### src/rtl/dpram_stream_reader.sv
// Streams a contiguous block of DPRAM words out through a small FIFO.
// Reads are credit-limited so every in-flight word always has a FIFO slot.
module dpram_stream_reader #(
  parameter int ADDR_W     = 21,
  parameter int DATA_W     = 32,
  parameter int FIFO_DEPTH = 4
) (
  input  logic              clk,
  input  logic              reset_n,
  input  logic              start,
  input  logic [ADDR_W-1:0] base_addr,
  input  logic [ADDR_W:0]   length,
  output logic              busy,
  output logic              done,
  output logic [ADDR_W-1:0] raddress,
  output logic              rd_en,
  input  logic [DATA_W-1:0] rdata,
  output logic              m_valid,
  output logic [DATA_W-1:0] m_data,
  output logic              m_last,
  input  logic              m_ready
);

  localparam int PTR_W = $clog2(FIFO_DEPTH);
  localparam int CNT_W = PTR_W + 1;
  localparam int LEN_W = ADDR_W + 1;
  localparam logic [CNT_W:0] DEPTH_C = (CNT_W + 1)'(FIFO_DEPTH);

  typedef enum logic [1:0] {
    ST_IDLE,
    ST_RUN,
    ST_DRAIN
  } state_t;

  state_t              state_q, state_d;
  logic                busy_q, busy_d;
  logic                done_q, done_d;
  logic                rd_en_q, rd_en_d;
  logic [ADDR_W-1:0]   raddress_q, raddress_d;
  logic                cap_q, cap_d;
  logic [LEN_W-1:0]    length_q, length_d;
  logic [LEN_W-1:0]    issued_q, issued_d;
  logic [LEN_W-1:0]    captured_q, captured_d;
  logic [PTR_W-1:0]    wr_ptr_q, wr_ptr_d;
  logic [PTR_W-1:0]    rd_ptr_q, rd_ptr_d;
  logic [CNT_W-1:0]    fifo_count_q, fifo_count_d;
  logic [DATA_W-1:0]   fifo_data_q [FIFO_DEPTH];
  logic                fifo_last_q [FIFO_DEPTH];

  logic [1:0]          inflight;
  logic [CNT_W:0]      occupancy;
  logic                credit_ok;
  logic                push;
  logic                pop;
  logic                push_last;

  // A read is in flight while in the raddress register (rd_en_q) and
  // while in the DPRAM output register (cap_q).
  assign inflight  = {1'b0, rd_en_q} + {1'b0, cap_q};
  assign occupancy = {1'b0, fifo_count_q} + {{(CNT_W - 1){1'b0}}, inflight};
  assign credit_ok = (occupancy < DEPTH_C);
  assign push      = cap_q;
  assign pop       = m_valid & m_ready;
  assign push_last = (captured_q == (length_q - 1'b1));

  assign busy     = busy_q;
  assign done     = done_q;
  assign rd_en    = rd_en_q;
  assign raddress = raddress_q;
  assign m_valid  = (fifo_count_q != '0);
  assign m_data   = fifo_data_q[rd_ptr_q];
  assign m_last   = m_valid & fifo_last_q[rd_ptr_q];

  always_comb begin
    state_d      = state_q;
    busy_d       = busy_q;
    done_d       = 1'b0;
    rd_en_d      = 1'b0;
    raddress_d   = raddress_q;
    cap_d        = rd_en_q;
    length_d     = length_q;
    issued_d     = issued_q;
    captured_d   = captured_q;
    wr_ptr_d     = wr_ptr_q;
    rd_ptr_d     = rd_ptr_q;
    fifo_count_d = fifo_count_q;

    case (state_q)
      ST_IDLE: begin
        if (start) begin
          if (length == '0) begin
            done_d = 1'b1;
          end else begin
            // The first read goes out on the accepting edge itself.
            busy_d     = 1'b1;
            length_d   = length;
            rd_en_d    = 1'b1;
            raddress_d = base_addr;
            issued_d   = LEN_W'(1);
            captured_d = '0;
            state_d    = (length == LEN_W'(1)) ? ST_DRAIN : ST_RUN;
          end
        end
      end
      ST_RUN: begin
        if (credit_ok && (issued_q < length_q)) begin
          rd_en_d    = 1'b1;
          raddress_d = raddress_q + 1'b1;
          issued_d   = issued_q + 1'b1;
          if ((issued_q + 1'b1) == length_q) begin
            state_d = ST_DRAIN;
          end
        end
      end
      ST_DRAIN: begin
        if (pop && m_last) begin
          state_d = ST_IDLE;
          busy_d  = 1'b0;
          done_d  = 1'b1;
        end
      end
      default: begin
        state_d = ST_IDLE;
        busy_d  = 1'b0;
      end
    endcase

    if (push) begin
      wr_ptr_d   = wr_ptr_q + 1'b1;
      captured_d = captured_d + 1'b1;
    end
    if (pop) begin
      rd_ptr_d = rd_ptr_q + 1'b1;
    end
    case ({push, pop})
      2'b10:   fifo_count_d = fifo_count_q + 1'b1;
      2'b01:   fifo_count_d = fifo_count_q - 1'b1;
      default: fifo_count_d = fifo_count_q;
    endcase
  end

  always_ff @(posedge clk or negedge reset_n) begin
    if (!reset_n) begin
      state_q      <= ST_IDLE;
      busy_q       <= 1'b0;
      done_q       <= 1'b0;
      rd_en_q      <= 1'b0;
      raddress_q   <= '0;
      cap_q        <= 1'b0;
      length_q     <= '0;
      issued_q     <= '0;
      captured_q   <= '0;
      wr_ptr_q     <= '0;
      rd_ptr_q     <= '0;
      fifo_count_q <= '0;
      for (int i = 0; i < FIFO_DEPTH; i++) begin
        fifo_data_q[i] <= '0;
        fifo_last_q[i] <= 1'b0;
      end
    end else begin
      state_q      <= state_d;
      busy_q       <= busy_d;
      done_q       <= done_d;
      rd_en_q      <= rd_en_d;
      raddress_q   <= raddress_d;
      cap_q        <= cap_d;
      length_q     <= length_d;
      issued_q     <= issued_d;
      captured_q   <= captured_d;
      wr_ptr_q     <= wr_ptr_d;
      rd_ptr_q     <= rd_ptr_d;
      fifo_count_q <= fifo_count_d;
      if (push) begin
        fifo_data_q[wr_ptr_q] <= rdata;
        fifo_last_q[wr_ptr_q] <= push_last;
      end
    end
  end

endmodule

### config.mk
export PLATFORM = sky130hd
export DESIGN_NAME = dpram_stream_reader
export DESIGN_NICKNAME = d
export VERILOG_FILES = /design/src/rtl/dpram_stream_reader.sv
export SDC_FILE = /design/constraint.sdc
export NUM_CORES = 1
export LEC_CHECK = 0
export CORE_MARGIN = 2
export CORE_UTILIZATION = 60
export DETAILED_ROUTE_END_ITERATION = 12
export PLACE_DENSITY = 0.84
export SYNTH_ARGS = -nofsm -noshare
export SYNTH_HDL_FRONTEND = slang
export SYNTH_SLANG_ARGS = --single-unit
### constraint.sdc
create_clock -name clk -period 7.5 [get_ports clk]
set_input_delay 0.75 -clock clk [delete_from_list [all_inputs] [get_ports clk]]
set_output_delay 0.75 -clock clk [all_outputs]
set_load 0.01 [all_outputs]
# Yosys cells after proc, flatten, opt, wreduce, memory -nomap -nowiden
# Cells that the tools add are included.
# Widths: inputs -> output; s select.
dict set report totals {
  register_bits 232
  inputBits 79
  out_inout_bits 58
  wordCells 109
}
dict set report op_classes {
  add_sub_neg 10
  order_cmp 5
  eq_ne 12
  mux 44
  bitwise 6
  n_reduce_logical 12
}
# operator n
set ops {}
lappend ops {{$mux 22} 7}
lappend ops {{$bwmux 128} 1}
lappend ops {{$mux 32} 3}
lappend ops {{$bmux 32 s2} 1}
lappend ops {{$demux 32 s2} 1}
lappend ops {{$mux 21} 3}
lappend ops {{$add 22x1->22 const B} 2}
lappend ops {{$eq 22x22->1} 2}
lappend ops {{$pmux 22 s2} 1}
lappend ops {{$pmux 21 s2} 1}
lappend ops {{$eq 22x1->1 const B} 1}
lappend ops {{$logic_not 22->1} 1}
lappend ops {{$lt 22x22->1} 1}
lappend ops {{$sub 22x1->22 const B} 1}
lappend ops {{$add 21x1->21 const B} 1}
lappend ops {{$mux 1} 12}
lappend ops {{$mux 2} 6}
lappend ops {{$ne 2x2->1 const B} 5}
lappend ops {{$reduce_and 4->1} 2}
lappend ops {{$ge 3x3->1 const B} 2}
lappend ops {{$not 2->3} 2}
lappend ops {{$pmux 2 s3} 1}
lappend ops {{$pmux 3 s2} 1}
lappend ops {{$reduce_and 5->1} 1}
lappend ops {{21 further kinds} 30}

# Longest topological paths before layout
# Gate-level depths: netlist of run 1.
dict set report logic_depth {
  ltp_word 8
  ltp_mapped 13
  ltp_nobuf 13
}

# Worst setup path before layout of run 1
# OpenSTA, ideal clock, no wires.
dict set report synth_path {
  kind {in2reg}
  from {input length[16]}
  to {register captured_q[18]}
  setup_ps 132
  arrival_time_ps 2828
  required_time_ps 7368
  setup_slack_ps 4540
  path_stages 13
  n_path_buf 0
  cell_sequence {nor4_1 > nand4_1 > nor3_1 > or3_1 > and2_1 > ha_1 > nand4_1 > nor2_1 > nand2_1 > nor2_1 > nand4_1 > xor2_1 > nor2_1}
}
dict set report synth_via {
  elab_chain_len 6
}
# item line
set synth_rtl {}
lappend synth_rtl {{start, declared} 12} ;# input logic [ADDR_W:0] length,
lappend synth_rtl {{$logic_not 22->1 *} 91} ;# if (length == '0) begin
lappend synth_rtl {{$mux 22 *} 91}
lappend synth_rtl {{$mux 22 *} 90} ;# if (start) begin
lappend synth_rtl {{$mux 22 *} 88} ;# case (state_q)
lappend synth_rtl {{$add 22x1->22} 130} ;# captured_d = captured_d + 1'b1;
lappend synth_rtl {{$mux 22 *} 128} ;# if (push) begin
lappend synth_rtl {{named net captured_d[18]} 43} ;# logic [LEN_W-1:0] captured_q, captured_d;
lappend synth_rtl {{end signal, assigned} 169} ;# captured_q <= captured_d;
lappend synth_rtl {{end, declared} 43}
# Mark *: on every way through the listed nets, which the timed path passes. The rest lies on a longest branch.
# A chain may end at the register's enable or synchronous reset.

# Final worst setup path of run 1
dict set report layout_path {
  from {register length_q[19]}
  to {register issued_q[20]}
}
dict set report layout_via {
  elab_chain_len 4
}
# item line
set layout_rtl {}
lappend layout_rtl {{start, declared} 41} ;# logic [LEN_W-1:0] length_q, length_d;
lappend layout_rtl {{start signal, assigned} 167} ;# length_q <= length_d;
lappend layout_rtl {{$lt 22x22->1} 106} ;# if (credit_ok && (issued_q < length_q)) begin
lappend layout_rtl {{$logic_and 1x1->1} 106}
lappend layout_rtl {{$ne 2x2->1 (no line)} --}
lappend layout_rtl {{$reduce_and 4->1 (no line)} --}
lappend layout_rtl {{end signal, assigned} 168} ;# issued_q <= issued_d;
lappend layout_rtl {{end, declared} 42} ;# logic [LEN_W-1:0] issued_q, issued_d;
# No other way between the ends.

==> results of run 1 <==
## worst max-delay path by stage
stage	to	slack, ns	depth (start not counted)	startpoint
after floorplan	captured_q[18]	4.54	13	length[16]
after global placement	captured_q[18]	3.56	14	length[8]
after detailed placement	captured_q[18]	3.50	14	length[8]
after CTS	m_last	3.69	4	rd_ptr_q[0]
after global routing	issued_q[20]	3.54	10	length_q[15]
final	issued_q[20]	3.70	10	length_q[19]
## report_power, final
group          internal (mW)  switching [mW]
Clock                  0.808           0.527
Combinational          0.418           0.284
Sequential              1.30          0.0578
Total                   2.53           0.869
## synthesized netlist by cell type (19+ instances only)
cell,number
xnor2_1,45
nor3_1,23
o21ai_0,84
mux2_2,130
a21oi_1,59
ha_1,33
nand4_1,26
nand3_1,27
mux4_2,33
nand2_1,100
inv_1,36
nor4_1,19
nor2_1,55
dfrtp_1,232
xor2_1,32
clkbuf_1,55
## sequential cells by signal (all words and copies together) (netlist names)
signal and flops:
rd_ptr_q 2, raddress 21, busy 1, wr_ptr_q 2, cap_q 1, fifo_data_q 128
fifo_count_q 3, issued_q 22, state_q 2, rd_en 1, done 1, fifo_last_q 4
captured_q 22, length_q 22
## layout make-up
| class | count | area [sq um] |
|---|---|---|
| Tap cell | 275 | 344.1 |
| Inverter | 36 | 135.1 |
| Fill cell | 1448 | 5829 |
| Sequential cell | 232 | 5807 |
| Timing Repair Buffer | 147 | 1449 |
| Multi-Input combinational cell | 831 | 6364 |
| Clock buffer | 28 | 656.9 |
| Clock inverter | 18 | 237.7 |
## per-layer routing
metal | routed length [microns] | vias to the layer above
li1 | - | 4483
met3 | 2363 | 64
met1 | 13100 | 4856
met4 | 822 | 0
met5 | 0 | -
met2 | 14890 | 390
## critical path, stage by stage (launching register included)
cell and delay [ns]:
dfrtp_1 0.40, inv_1 0.09, ha_1 0.32, a21o_1 0.16, a21o_1 0.17, a2111oi_0 0.74, o211a_1 0.32, a21oi_1 0.09
inv_1 0.86, o21ai_0 0.26, a32o_1 0.28
## per-stage QoR
stage / setup slack, ns / hold WS [ns] / util (%) / std cells
5_1_grt: 3.543 / 0.2523 / 72.00 / 1567
2_1_floorplan: 4.540 / 0.4401 / - / 1174
3_3_place_gp: 3.565 / 0.3957 / 67.71 / 1521
3_5_place_dp: 3.504 / 0.4149 / 67.71 / 1521
4_1_cts: 3.691 / 0.2342 / 72.00 / 1567
6_report: 3.699 / 0.1890 / 72.00 / 1567
## cells by family (layout without fill, tap and decap cells)
kind of cell             after synthesis  after routing  share of synthesized area (%)
AND/OR/NAND/NOR                      323            323                          12.90
flip-flops                           232            232                          46.09
AO/OA/AOI/OAI                        231            231                          11.01
multiplexers                         166            166                          17.76
buffers and inverters                111            229                          3.456
XOR/XNOR                              77             77                          5.354
adder cells (fa/ha/maj)               34             34                          3.437
==> key figures, run 1 <==
Global routing
  • First-pass GRT wire length: 50280 microns
  • Aggregate global routing overflow: 0
  • Global routing usage on met3: under 10%
  • Maximum number of pins on one net before global-route repair: 85
  • Busiest grt layer: met2
  • M2 GR Usage: between 40% and 50%
  • Number of global-route vias before repair: 9845
  • Initial antenna violation count: 0
  • Met1 usage: about two fifths
  • Tot GR Track Use: 28.32%

Floorplan
  • Chip width: 148.9 microns
  • Die height: 148.9 microns
  • Top-Level Pins: 137
  • Core Footprint: ~21000 sq um
  • Initial Utilization: 60.50%
  • # rows: 53
  • Die area: 22170 sq um

CTS
  • Clock Latency Late Sink: between 0.5 and 0.6 ns
  • TritonCTS buffer count: 25
  • Cts hold-fix bufs: 0
  • Reg clk slew, reported paths: 0.06 ns
  • Clock root cell: clkbuf_16
  • Setup bufs post-CTS: 0
  • TritonCTS clock tree: done
  • CTS Sinks: 232
  • H-tree depth: 1
  • Post-CTS Resized: 0
  • Max clock buf depth: 3

Detailed routing
  • Final WL: 31170 microns
  • Via count: 9793
  • First-pass DRT Iterations: 5
  • DRC violation count after routing: 0
  • Antenna Violating Nets Remaining: 0
  • Drt initial violations: 712
  • Wire length per cell: 19.89 microns
  • Via-to-Cell Ratio: 6.250

STA
  • Clock Skews: about 0.0075 ns
  • Slew HR: between 20% and 30%
  • Final Hold Fails: 0
  • F_max: 263.1 MHz
  • Final period utilization: 50.68%
  • # setup viols final: 0
  • Tmin final: 3.801 ns
  • Unrepaired setup endpoints after global routing: false
  • Final Slew Violations: 0
  • Setup TNS: 0 ns
  • Least-Margin Pin Slew: around 1.1 ns

Worst setup path
  • Endpoint class of the critical path: register
  • FF-to-FF Start: length_q[19]
  • Crit path DAT: approximately 4.2 ns
  • Worst r2r path cells: 10
  • Crit path max fanout: 39
  • Critical path class: reg2reg
  • Startpoint Class: register
  • WP data required: approximately 7.9 ns
  • Register-to-register setup slack: 3.70 ns
  • FF-to-FF End: issued_q[20]

Pwr
  • Power Total: approximately 3.4 mW
  • Leak: 6.008 nW
  • VDD IR max: around 170 uV
  • Power Dens Cells: 226.5 nW/um^2

Logic synthesis
  • Count of cell types in the netlist: slightly below 60
  • Synthesized area: 12600 sq um
  • Synth Warn #: 0
  • Post-synth top flop: dfrtp_1
  • Post-synthesis async set-or-reset flop share: 100.0%
  • Synth area leaders: dfrtp_1 (46%), mux2_2 (12%), mux4_2 (5.9%)
  • Area share of the largest cell type after synthesis: 46.09%
  • Post-Syn Instances: 1174
  • Seq cells post-synth: 232
  • Post-synth EDFFs: 0
  • Synthesized area per cell: ~11 sq um
  • Total nets after synthesis: between 1000 and 1500
  • Sequential area share after synthesis: 46.09%
  • Area leader, netlist: dfrtp_1

Worst hold path
  • Worst min-delay path category: in2async

Finish
  • Layout area overhead: 19.02%
  • Antenna diodes: 0
  • Fin nets: 1386
  • Most common cell after layout, fill and taps aside: dfrtp_1
  • Layout cells sized above 1: between 10% and 20%
  • Most frequent cells in the layout: dfrtp_1 (231), clkdlybuf4s50_1 (135), mux2_2 (130)
  • Final instance area: about 15000 sq um

Job
  • Max-Cap Viols: 0

Placed design
  • RePlAce Congestion: 0.9124
  • Cell Area, Placed: 14100 sq um
  • Hpwl dp: 20740 microns
  • Port Buffers: about 140

Outcome
  • Status: completed
(Power assumes the default switching activity.)
==> run 2: changes to the inputs <==
--- a/config.mk
+++ b/config.mk
@@ -6,9 +6,9 @@
 export NUM_CORES = 1
 export LEC_CHECK = 0
 export CORE_MARGIN = 2
-export CORE_UTILIZATION = 60
+export CORE_UTILIZATION = 52
 export DETAILED_ROUTE_END_ITERATION = 12
-export PLACE_DENSITY = 0.84
+export PLACE_DENSITY = 0.77
 export SYNTH_ARGS = -nofsm -noshare
 export SYNTH_HDL_FRONTEND = slang
 export SYNTH_SLANG_ARGS = --single-unit
==> constraint.sdc (replaced) <==
create_clock -name clk -period 3.25 [get_ports clk]
set_input_delay 0.325 -clock clk [delete_from_list [all_inputs] [get_ports clk]]
set_output_delay 0.325 -clock clk [all_outputs]
set_load 0.01 [all_outputs]
==> run 2 against run 1 <==
Effect of this change: clock-buffer cell count grew 6; non-clock buffer count up 36; maximum frequency up 31%; critical path type unchanged; critical endpoint is now issued_q[13]; highest routed layer unchanged.
==> key figures, run 2 (synthesis gave the netlist of run 1 again) <==
Floorplan
  • Die height: 159.6 microns
  • Chip width: 159.6 microns
  • Core Footprint: between 20000 and 25000 sq um
  • Top-Level Pins: 137
  • # rows: 56
  • Die area: 25490 sq um
  • Initial Utilization: 53.35%

CTS
  • Clock root cell: clkbuf_16
  • CTS Sinks: 232
  • Clock Latency Late Sink: 0.53 ns
  • Reg clk slew, reported paths: approximately 0.060 ns
  • H-tree depth: 1
  • TritonCTS clock tree: done
  • Post-CTS Resized: 0
  • Max clock buf depth: 3
  • TritonCTS buffer count: 25

Detailed routing
  • Via count: 9768
  • Via-to-Cell Ratio: 5.927
  • Drt initial violations: 776
  • Antenna Violating Nets Remaining: 0
  • Final WL: 31430 microns
  • First-pass DRT Iterations: 6
  • DRC violation count after routing: 0
  • Wire length per cell: 19.07 microns

Worst setup path
  • Crit path max fanout: 7
  • Startpoint Class: register
  • WP data required: 3.66 ns
  • Worst r2r path cells: 12
  • FF-to-FF End: issued_q[13]
  • Endpoint class of the critical path: register
  • Cell Chain, Critical Path: inv_1 > ha_1 > a21o_1 > a21o_1 > a2111oi_0 > buf_4 > o211a_1 > a21oi_1 > inv_1 > buf_4 > o21ai_0 > a32o_1
  • Register-to-register setup slack: 0.35 ns
  • Critical path class: reg2reg
  • FF-to-FF Start: length_q[19]
  • Slowest stage delay, CP: 0.42 ns
  • Slowest cell on crit path: dfrtp_1
  • Crit path DAT: 3.32 ns

Global routing
  • Number of global-route vias before repair: 9993
  • Busiest grt layer: met2
  • Tot GR Track Use: 24.51%
  • Global routing usage on met3: 4.545%
  • M2 GR Usage: 40.95%
  • Maximum number of pins on one net before global-route repair: 75
  • Aggregate global routing overflow: 0
  • Initial antenna violation count: 0
  • Met1 usage: 33.03%
  • First-pass GRT wire length: 51330 microns

STA
  • F_max: 344.4 MHz
  • Final Hold Fails: 0
  • Final Slew Violations: 0
  • Final period utilization: 89.33%
  • Unrepaired setup endpoints after global routing: false
  • # setup viols final: 0
  • Final worst setup slack: 0.3467 ns
  • Clock Skews: approximately 0.009 ns
  • Slew HR: around 26%
  • Tmin final: 2.903 ns
  • Least-Margin Pin Slew: 1.115 ns
  • Setup TNS: 0 ns

Finish
  • Layout area overhead: 21.52%
  • Most frequent cells in the layout: dfrtp_1 (231), clkdlybuf4s50_1 (135), mux2_2 (130)
  • Most common cell after layout, fill and taps aside: dfrtp_1
  • Layout cells sized above 1: 19.65%
  • Filler instances: 1825
  • Fin nets: about 1400
  • Biggest register: fifo_data_q
  • Max FFs per register: 128
  • Util after Layout: about two thirds

Placed design
  • Pre-CTS setup slack: -0.08292 ns
  • Port Buffers: 136
  • Hpwl dp: ~22000 microns
  • RePlAce Congestion: 0.9258

Pwr
  • Clk pwr share: 37.4%
  • VDD IR max: 416.1 uV
  • Net Sw Power: 1.975 mW
  • Power Dens Cells: 500.5 nW/um^2
  • Power Total: 7.662 mW
  • Leak: 6.164 nW
  • Internal power: 5.687 mW
  • Sequential share of power: 40.2%
  • Logic pwr share: 22.3%
  • Net Sw Frac: between 20 and 30%

Job
  • Max-Cap Viols: 0

Worst hold path
  • Worst min-delay path category: in2async

Outcome
  • Status: completed
==> run 2: cell count changes in the layout (fill, tap and decap cells not counted), sizes merged <==
| cell | delta |
|---|---|
| clkinv | -1 |
| dlygate4sd3 | +1 |
| bufinv | -3 |
| diode | +1 |
| buf | +35 |
| clkinvlp | -2 |
| clkbuf | +6 |
==> run 2: power by group through the flow <==
stage	sequential (mW)	clock, mW	combinational [mW]
5_1_grt	3.09	3.02	1.84
4_1_cts	3.08	2.90	1.74
3_5_place_dp	3.13	0	1.72
6_report	3.08	2.87	1.71
3_3_place_gp	3.12	0	1.70
2_1_floorplan	3.10	0	0.916
==> run 2: metrics by stage <==
stage,instances,hold slack [ns],cell area (sq um)
after floorplan,1174,0.02941,12600
after global placement,1600,0.3155,14470
after CTS,1647,0.3662,15310
after global routing,1647,0.3881,15310
after detailed placement,1600,0.3205,14470
final,1648,0.3269,15310
==> run 2: worst max path at each step <==
stage	from	to
6_report	length_q[19]	issued_q[13]
5_1_grt	length[16]	captured_q[18]
4_1_cts	length_q[19]	issued_q[13]
3_5_place_dp	length[14]	captured_q[18]
3_3_place_gp	length[14]	captured_q[18]
2_1_floorplan	length_q[15]	raddress[10]
==> run 2: worst max-delay path, delay by kind of cell, from the launching register on <==
family                   cells  cell delay [ns]
buffers and inverters        4             0.63
adder cells (fa/ha/maj)      1             0.32
AO/OA/AOI/OAI                7             1.42
flip-flops                   1             0.42
==> run 2: layer usage <==
metal | part of all wire (%) | vias up | wire, microns
met2 | 47 | 352 | 14920
met1 | 43 | 4811 | 13490
met5 | 0 | - | 0
met3 | 7.0 | 60 | 2197
met4 | 2.6 | 0 | 813
li1 | - | 4545 | -
==> run 2: what timing repair did <==
action | 4_1_cts | 5_1_grt
setup buffers | 0 | 0
hold endpoints to repair | 67 | 0
hold buffers | 1 | 0
==> run 2: cell type report <==
type	count	area (sq um)	area share (%)
inverter	36	135.1	0.8827
tap	319	399.1	2.607
clock buffer	34	709.4	4.634
clock inverter	12	120.1	0.7846
timing repair buffer	183	1772	11.57
multi-input combinational	831	6364	41.57
antenna	1	2.502	0.01635
sequential	232	5807	37.93
==> run 3: changes to the inputs <==
--- a/config.mk
+++ b/config.mk
@@ -5,6 +5,7 @@
 export SDC_FILE = /design/constraint.sdc
 export NUM_CORES = 1
 export LEC_CHECK = 0
+export CAP_MARGIN = 20
 export CORE_MARGIN = 2
 export CORE_UTILIZATION = 52
 export DETAILED_ROUTE_END_ITERATION = 12
==> results of run 3 <==
The final DEF is identical to that of run 2; final timing and power are the same.
